File: config.mk
export PLATFORM = sky130hd
export DESIGN_NAME = vga_timing
export DESIGN_NICKNAME = d
export VERILOG_FILES = /design/src/rtl/vga_timing.sv
export SDC_FILE = /design/constraint.sdc
export NUM_CORES = 1
export LEC_CHECK = 0
export ABC_AREA = 0
export CORE_MARGIN = 5
export CORE_UTILIZATION = 40
export CTS_CLUSTER_DIAMETER = 30
export DETAILED_ROUTE_END_ITERATION = 16
export DONT_BUFFER_PORTS = 1
export PLACE_DENSITY_LB_ADDON = 0.08
export SLEW_MARGIN = 5
export SYNTH_ARGS = -nofsm -noshare
export SYNTH_HDL_FRONTEND = slang
export SYNTH_SLANG_ARGS = --single-unit
File: constraint.sdc
create_clock -name pclk -period 4.4 [get_ports pclk]
set_clock_uncertainty 0.2 [all_clocks]
set_input_delay 0.44 -clock pclk [delete_from_list [all_inputs] [get_ports pclk]]
set_output_delay 0.44 -clock pclk [all_outputs]
set_load 0.005 [all_outputs]
File: src/rtl/vga_timing.sv
`default_nettype none
// ============================================================================
//  Module      : vga_timing
//  Description : 800x600 @ 60 Hz VGA timing generator (40 MHz pixel clock).
//                Produces horizontal/vertical counters, sync and blanking
//                flags, a one-cycle frame_start pulse at (0,0) and an
//                optional completed-frame counter.
//  Options     : VGA_TIMING_FRAME_CNT_EN - when defined, frame_cnt counts
//                completed frames (mod 65536); otherwise it is tied to 0.
//  Revision    : 1.0 - initial release
// ============================================================================
module vga_timing (
    input  logic        pclk,
    input  logic        rst,
    input  logic        en,
    output logic [11:0] hcount_out,
    output logic [11:0] vcount_out,
    output logic        hsync_out,
    output logic        vsync_out,
    output logic        hblnk_out,
    output logic        vblnk_out,
    output logic        frame_start,
    output logic [15:0] frame_cnt
);

    // ------------------------------------------------------------------------
    // Timing constants (counter values, inclusive ranges)
    // ------------------------------------------------------------------------
    // Horizontal: 800 visible + 40 front porch + 128 sync + 88 back porch
    localparam logic [11:0] H_VISIBLE    = 12'd800;
    localparam logic [11:0] H_SYNC_FIRST = 12'd840;
    localparam logic [11:0] H_SYNC_LAST  = 12'd967;
    localparam logic [11:0] H_LAST       = 12'd1055;

    // Vertical: 600 visible + 1 front porch + 4 sync + 23 back porch
    localparam logic [11:0] V_VISIBLE    = 12'd600;
    localparam logic [11:0] V_SYNC_FIRST = 12'd601;
    localparam logic [11:0] V_SYNC_LAST  = 12'd604;
    localparam logic [11:0] V_LAST       = 12'd627;

    // ------------------------------------------------------------------------
    // Next-state computation
    // ------------------------------------------------------------------------
    logic        w_h_last;
    logic        w_v_last;
    logic        w_frame_wrap;
    logic [11:0] w_hcount_nxt;
    logic [11:0] w_vcount_nxt;
    logic        w_hblnk_nxt;
    logic        w_hsync_nxt;
    logic        w_vblnk_nxt;
    logic        w_vsync_nxt;

    // End-of-line / end-of-frame detection on the current (registered) counts
    assign w_h_last     = (hcount_out == H_LAST);
    assign w_v_last     = (vcount_out == V_LAST);
    assign w_frame_wrap = w_h_last & w_v_last;

    // Horizontal counter wraps 1055 -> 0
    assign w_hcount_nxt = w_h_last ? 12'd0 : (hcount_out + 12'd1);

    // Vertical counter only moves on the horizontal wrap, and wraps 627 -> 0
    // on that same edge
    assign w_vcount_nxt = !w_h_last ? vcount_out
                        : (w_v_last ? 12'd0 : (vcount_out + 12'd1));

    // Flags are decoded from the next-state counts so that, once registered,
    // they line up exactly with the counts presented in the same cycle
    assign w_hblnk_nxt = (w_hcount_nxt >= H_VISIBLE);
    assign w_hsync_nxt = (w_hcount_nxt >= H_SYNC_FIRST) &&
                         (w_hcount_nxt <= H_SYNC_LAST);
    assign w_vblnk_nxt = (w_vcount_nxt >= V_VISIBLE);
    assign w_vsync_nxt = (w_vcount_nxt >= V_SYNC_FIRST) &&
                         (w_vcount_nxt <= V_SYNC_LAST);

    // ------------------------------------------------------------------------
    // Registered outputs
    // ------------------------------------------------------------------------

    // Pixel/line counters: advance only while enabled, reset has priority
    always_ff @(posedge pclk) begin
        if (rst) begin
            hcount_out <= 12'd0;
            vcount_out <= 12'd0;
        end else if (en) begin
            hcount_out <= w_hcount_nxt;
            vcount_out <= w_vcount_nxt;
        end
    end

    // Sync and blanking flags: register the next-state decode alongside counts
    always_ff @(posedge pclk) begin
        if (rst) begin
            hsync_out <= 1'b0;
            vsync_out <= 1'b0;
            hblnk_out <= 1'b0;
            vblnk_out <= 1'b0;
        end else if (en) begin
            hsync_out <= w_hsync_nxt;
            vsync_out <= w_vsync_nxt;
            hblnk_out <= w_hblnk_nxt;
            vblnk_out <= w_vblnk_nxt;
        end
    end

    // Frame start pulse: only on an enabled edge that performs (1055,627)->(0,0);
    // reset release starts at (0,0) without a wrap, so it never pulses there
    always_ff @(posedge pclk) begin
        if (rst) begin
            frame_start <= 1'b0;
        end else if (en) begin
            frame_start <= w_frame_wrap;
        end else begin
            frame_start <= 1'b0;
        end
    end

    // ------------------------------------------------------------------------
    // Optional completed-frame counter
    // ------------------------------------------------------------------------
`ifdef VGA_TIMING_FRAME_CNT_EN
    logic [15:0] w_frame_cnt_nxt;

    // Increments on exactly the edges that raise frame_start; wraps naturally
    assign w_frame_cnt_nxt = (en && w_frame_wrap) ? (frame_cnt + 16'd1)
                                                  : frame_cnt;

    // Frame counter register
    always_ff @(posedge pclk) begin
        if (rst) begin
            frame_cnt <= 16'd0;
        end else begin
            frame_cnt <= w_frame_cnt_nxt;
        end
    end
`else
    // Feature disabled: constant output, no storage
    assign frame_cnt = 16'd0;
`endif

endmodule
`default_nettype wire

# Yosys cells after proc, flatten, opt, wreduce, memory -nomap -nowiden
# Index checks and enable logic that the tools add are counted.
[word_totals] word_cells=25 reg_bits=29 out_inout_bits=45 input_bits=3
[classes] n_eq_ne=2 n_reduce_logical=3 n_mux=3 add_sub_neg=2 magnitude_cmp=6 bitwise=2
[op_table] operator="$ge A12 B10 Y1 const B" n=4
[op_table] operator="$mux W12" n=3
[op_table] operator="$add A12 B1 Y12 const B" n=2
[op_table] operator="$le A12 B10 Y1 const B" n=2
[op_table] operator="$eq A12 B10 Y1 const B" n=1
[op_table] operator="$eq A12 B11 Y1 const B" n=1
[op_table] operator="$logic_and A1 B1 Y1" n=2
[op_table] operator="$reduce_or A2 Y1" n=1
[op_table] operator="$and A1 B1 Y1" n=1
[op_table] operator="$not A1 Y1" n=1

# Logic depth before layout (Yosys ltp)
[logic_depth] depth_word=5 ltp_mapped=10 mapped_depth_nobuf=9

# Worst setup path after synthesis
# No wires, ideal clock.
[synth_path] path_kind="register to register" start="register hcount_out[7]" end="register vsync_out" arrival_time_ps=2595 path_buffers=2 t_required_ps=4108 setup_time_ps=92 path_stages_with_launch=11 slack_ps=1512 synth_period_minus_slack_ps=2888 path_cell_list="dfxtp_1 buf_6 or4_4 or4_4 buf_6 nor4_4 nor2_2 a311oi_2 nand3_1 or3b_1 o32ai_1"
[synth_via] elab_chain_cells=4 elab_cells_between_ends=5 classes_between="order compare: 2; eq/ne: 1; mux: 1; reduce/logical: 1"
[synth_lines] element="start: declaration" line="16" source="output logic [11:0] hcount_out,"
[synth_lines] element="start signal: assignment" line="86" source="hcount_out <= w_hcount_nxt;"
[synth_lines] element="$eq A12 B11 Y1 (*)" line="55" source="assign w_h_last = (hcount_out == H_LAST);"
[synth_lines] element="$mux W12 (*)" line="64" source="assign w_vcount_nxt = !w_h_last ? vcount_out"
[synth_lines] element="$ge A12 B10 Y1 or $le A12 B10 Y1 (tied branches)" line="73, 74"
[synth_lines] element="$logic_and A1 B1 Y1 (*)" line="73" source="assign w_vsync_nxt = (w_vcount_nxt >= V_SYNC_FIRST) &&"
[synth_lines] element="end signal: assignment" line="100" source="vsync_out <= w_vsync_nxt;"
[synth_lines] element="end: declaration" line="19" source="output logic vsync_out,"
# Every way passes the cells marked *; elsewhere a longest branch is shown, timed or not.
# A chain may end at the register's enable or synchronous reset.

# Worst setup path after layout
[layout_path] start="register hcount_out[0]" end="register vsync_out"
# Same word-level chain as after synthesis.

==> impl_results.html <==
<table>
<tr><th>Metric</th><th>Value</th></tr>
<tr><th colspan="2">Clocking</th></tr>
<tr><td>Max Buffers Root-to-Sink</td><td>2</td></tr>
<tr><td>CTS tree</td><td>done</td></tr>
<tr><td>Reg clk slew, reported paths</td><td>0.06 ns</td></tr>
<tr><td>Post-cts gate resize count</td><td>0</td></tr>
<tr><td>CTS HTree Levels</td><td>2</td></tr>
<tr><td>Clock root buffer</td><td>sky130_fd_sc_hd__clkbuf_8</td></tr>
<tr><td>Post-CTS setup repair buffer count</td><td>0</td></tr>
<tr><td>Worst-Skew Late Latency</td><td>0.28 ns</td></tr>
<tr><td>Hold buffer count at cts</td><td>0</td></tr>
<tr><td>TritonCTS sink count</td><td>29</td></tr>
<tr><td>TritonCTS buffer count</td><td>5</td></tr>
<tr><th colspan="2">Floorplan</th></tr>
<tr><td>Core Region</td><td>0.00472 mm2</td></tr>
<tr><td>Starting density of the core</td><td>about two fifths</td></tr>
<tr><td>Standard-cell rows</td><td>25</td></tr>
<tr><td>Die height</td><td>~80 um</td></tr>
<tr><td>I/O pin cnt</td><td>between 40 and 50</td></tr>
<tr><td>Die boundary width</td><td>roughly 80 um</td></tr>
<tr><td>Floorplan die area</td><td>between 0.006 and 0.007 mm2</td></tr>
<tr><th colspan="2">Yosys</th></tr>
<tr><td>Commonest register cell after synthesis</td><td>sky130_fd_sc_hd__dfxtp_1</td></tr>
<tr><td>Most repeated cell in the gate-level netlist after synthesis</td><td>sky130_fd_sc_hd__nor2_1</td></tr>
<tr><td>Total of warnings raised by yosys</td><td>0</td></tr>
<tr><td>Main combinational cell family by area after synthesis</td><td>simple AND/OR/NAND/NOR gates</td></tr>
<tr><td>Parity-gate share of the synthesized area counting xor and xnor cells</td><td>~8.1%</td></tr>
<tr><td>Post-synthesis simple-gate area fraction</td><td>34.1%</td></tr>
<tr><td>Total standard cell area after synthesis</td><td>0.00194 mm2</td></tr>
<tr><td>Cells taking the most area after synthesis</td><td>sky130_fd_sc_hd__dfxtp_1 30%, sky130_fd_sc_hd__nor2_1 7.5%, sky130_fd_sc_hd__buf_4 6.2%</td></tr>
<tr><td>Sequential cell area fraction in the yosys report</td><td>29.9%</td></tr>
<tr><td>Leading post-synthesis cells by instance count</td><td>39 x sky130_fd_sc_hd__nor2_1, 29 x sky130_fd_sc_hd__dfxtp_1, 20 x sky130_fd_sc_hd__a21oi_1, 20 x sky130_fd_sc_hd__nand2_1, 16 x sky130_fd_sc_hd__buf_4</td></tr>
<tr><td>Area share of the largest cell type after synthesis</td><td>about 30%</td></tr>
<tr><td>Cell type with the largest total area after synthesis</td><td>sky130_fd_sc_hd__dfxtp_1</td></tr>
<tr><td>Number of register bits inferred by synthesis</td><td>29</td></tr>
<tr><td>Distinct cell type count after synthesis</td><td>41</td></tr>
<tr><td>Instance count of the mapped netlist</td><td>261</td></tr>
<tr><td>Number of flops mapped to enable cells by yosys</td><td>0</td></tr>
<tr><td>Multiplexer fraction of the synthesized cell area</td><td>less than 1%</td></tr>
<tr><td>Ys async rst share</td><td>0%</td></tr>
<tr><td>Area fraction in compound gates after synthesis</td><td>between 10 and 15%</td></tr>
<tr><td>Adder and majority cell fraction of the synthesized area</td><td>1.93%</td></tr>
<tr><td>Mean instance size in the synthesized netlist</td><td>7.44 um2</td></tr>
<tr><th colspan="2">Detailed routing</th></tr>
<tr><td>Per-cell routed wire length</td><td>~15 um</td></tr>
<tr><td>Number of design-rule violations left by the first detailed-router iteration</td><td>between 80 and 90</td></tr>
<tr><td>Routed vias</td><td>1718</td></tr>
<tr><td>Number of detailed-routing iterations run before antenna repair</td><td>4</td></tr>
<tr><td>Total length of routed wires</td><td>4.84 mm</td></tr>
<tr><td>Remaining routing DRC violations</td><td>0</td></tr>
<tr><td>Post-route ant nets</td><td>0</td></tr>
<tr><td>Vias per inst</td><td>between 5 and 6</td></tr>
<tr><th colspan="2">Power and ir drop</th></tr>
<tr><td>Leakage Power</td><td>0.681 nW</td></tr>
<tr><td>Pwr dens</td><td>250 mW/mm2</td></tr>
<tr><td>P_int</td><td>~380 uW</td></tr>
<tr><td>Sequential fraction of design power</td><td>a little under three fifths</td></tr>
<tr><td>Clock power share</td><td>40.7%</td></tr>
<tr><td>Peak supply drop</td><td>114 uV</td></tr>
<tr><td>Net switching power</td><td>116 uW</td></tr>
<tr><td>Combinational share of power</td><td>3.7%</td></tr>
<tr><td>Fraction of power spent switching nets</td><td>23.5%</td></tr>
<tr><th colspan="2">Global routing</th></tr>
<tr><td>Pin count of the biggest net entering global routing</td><td>31</td></tr>
<tr><td>Initial antenna violation count</td><td>0</td></tr>
<tr><td>Total global routing track utilization</td><td>between 10% and 20%</td></tr>
<tr><td>Number of global-route vias before repair</td><td>1544</td></tr>
<tr><td>Global-route wire length before repair</td><td>7.82 mm</td></tr>
<tr><td>Sum of overflow across all layers after global routing</td><td>0</td></tr>
<tr><th colspan="2">Status</th></tr>
<tr><td>Run status</td><td>finished clean</td></tr>
<tr><th colspan="2">Placement</th></tr>
<tr><td>Placed standard-cell area</td><td>0.00190 mm2</td></tr>
<tr><td>Pre-CTS WS</td><td>1.29 ns</td></tr>
<tr><td>Final GP Congestion</td><td>0.850</td></tr>
<tr><td>Number of buffer cells added on primary ports</td><td>0</td></tr>
<tr><td>HPWL after detailed placement</td><td>3.48 mm</td></tr>
<tr><th colspan="2">Layout</th></tr>
<tr><td>Final net count</td><td>258</td></tr>
<tr><td>Cell area after layout</td><td>around 0.0020 mm2</td></tr>
<tr><td>Count of inserted antenna diode cells</td><td>0</td></tr>
<tr><td>Proportion of layout cells with a drive suffix above 1</td><td>5.18%</td></tr>
<tr><td>Layout-stage area growth over the synthesis result</td><td>1.68%</td></tr>
<tr><td>Number of fill cells</td><td>between 500 and 600</td></tr>
<tr><th colspan="2">STA</th></tr>
<tr><td>Clock period minus final worst setup slack</td><td>3.10 ns</td></tr>
<tr><td>Final-report max-slew violation count</td><td>0</td></tr>
<tr><td>Worst slew margin</td><td>around 65%</td></tr>
<tr><td>Hold Slack</td><td>0.0186 ns</td></tr>
<tr><td>TNS Setup</td><td>0 ns</td></tr>
<tr><td>Unrepaired setup endpoints after global routing</td><td>false</td></tr>
<tr><td>Final hold vios</td><td>0</td></tr>
<tr><td>Slew @ Worst Pin</td><td>0.524 ns</td></tr>
<tr><td>Portion of the clock cycle consumed by the worst path in the final layout</td><td>around 70%</td></tr>
<tr><td>Smallest setup slack after layout</td><td>1.30 ns</td></tr>
<tr><td>Highest attainable clock frequency</td><td>323 MHz</td></tr>
<tr><td>Setup Viol. Count Final</td><td>0</td></tr>
<tr><th colspan="2">Critical path</th></tr>
<tr><td>Data arrival time at the worst-slack endpoint</td><td>3.09 ns</td></tr>
<tr><td>Critical setup path kind</td><td>reg -&gt; reg</td></tr>
<tr><td>Startpoint Class</td><td>flip-flop</td></tr>
<tr><td>Highest net fanout along the worst path</td><td>10</td></tr>
<tr><td>Crit end category</td><td>flip-flop</td></tr>
<tr><td>Required arrival time at the worst endpoint</td><td>4.39 ns</td></tr>
<tr><th colspan="2">Worst hold path</th></tr>
<tr><td>Path class of the lowest-slack min-delay path</td><td>in -&gt; reg</td></tr>
<tr><th colspan="2">Flow run</th></tr>
<tr><td>Max capacitance violation total</td><td>0</td></tr>
</table>
[cell usage in the layout, fill, tap and decap left out, types with 3 or more instances in the layout]
master                      n
sky130_fd_sc_hd__nand4_1    7
sky130_fd_sc_hd__nand3_1   10
sky130_fd_sc_hd__a211oi_1   3
sky130_fd_sc_hd__ha_1       3
sky130_fd_sc_hd__nor2_1    39
sky130_fd_sc_hd__a31oi_1    3
sky130_fd_sc_hd__xnor2_1    7
sky130_fd_sc_hd__dfxtp_1   29
sky130_fd_sc_hd__conb_1    16
sky130_fd_sc_hd__o21ai_0   13
sky130_fd_sc_hd__inv_1      4
sky130_fd_sc_hd__or4_1      3
sky130_fd_sc_hd__xor2_1    11
sky130_fd_sc_hd__nand2_1   20
sky130_fd_sc_hd__clkbuf_8   5
sky130_fd_sc_hd__nor4b_1    3
sky130_fd_sc_hd__nand2b_1   4
sky130_fd_sc_hd__and3_1    10
sky130_fd_sc_hd__nor3_1    13
sky130_fd_sc_hd__a21oi_1   20
[flip-flops by register name (all words and copies together), names as in the netlist]
name and cells:
hcount_out 12, vcount_out 12, vblnk_out 1, hsync_out 1, vsync_out 1, frame_start 1
hblnk_out 1
[power groups by stage]
stage               sequential, mW  clock (mW)  combinational, mW
floorplan                    0.277           0             0.0331
global placement             0.280           0             0.0182
detailed placement           0.280           0             0.0182
CTS                          0.274       0.211             0.0182
global route                 0.275       0.224             0.0219
finish                       0.274       0.200             0.0184
[metal layers]
metal	GRT usage [%]	vias up	routed length (um)
li1	-	875	-
met1	19.1	783	2060
met2	25.7	54	2340
met3	4.63	6	382
met4	6.19	0	58
met5	0	-	0
[logic make-up (layout without fill, tap and decap cells)]
family | count (synthesis) | count (layout)
AND/OR/NAND/NOR | 126 | 126
AO/OA/AOI/OAI | 46 | 46
buffers and inverters | 37 | 12
flip-flops | 29 | 29
XOR/XNOR | 18 | 18
adder cells (fa/ha/maj) | 3 | 3
other | 1 | 16
multiplexers | 1 | 1
[cell type report]
| class | count | area, um2 | area share [%] |
|---|---|---|---|
| Multi-Input combinational cell | 210 | 1210 | 61.3 |
| Tap cell | 67 | 83.8 | 4.25 |
| Timing Repair Buffer | 1 | 7.51 | 0.380 |
| Inverter | 5 | 18.8 | 0.951 |
| Sequential cell | 29 | 581 | 29.4 |
| Clock buffer | 5 | 68.8 | 3.49 |
| Clock inverter | 1 | 5.00 | 0.253 |
[per-stage QoR]
stage | cells | utilization (%) | power (mW)
finish | 318 | 41.8 | 0.493
global route | 318 | 41.8 | 0.520
detailed placement | 312 | 40.2 | 0.298
global placement | 312 | 40.2 | 0.298
CTS | 318 | 41.8 | 0.504
floorplan | 276 | - | 0.310
[worst max-delay path, cell delays in order, from the launching register on]
cell	delay (ns)
sky130_fd_sc_hd__dfxtp_1	0.48
sky130_fd_sc_hd__ha_1	0.31
sky130_fd_sc_hd__nand4_1	0.28
sky130_fd_sc_hd__or4_4	0.58
sky130_fd_sc_hd__nor4_4	0.29
sky130_fd_sc_hd__nor2_2	0.08
sky130_fd_sc_hd__a311oi_2	0.19
sky130_fd_sc_hd__nand3_1	0.09
sky130_fd_sc_hd__or3b_1	0.38
sky130_fd_sc_hd__o32ai_1	0.10
[worst paths after layout]
path / startpoint / end / slack [ns] / cells after the start
hold reg to reg: hsync_out / hsync_out / 0.28 / 2
setup reg to reg: hcount_out[0] / vsync_out / 1.30 / 9
setup / recovery: hcount_out[0] / vsync_out / 1.30 / 9
hold / removal: rst / hsync_out / 0.02 / 1
No activity file was read; power rests on OpenSTA's default activity.
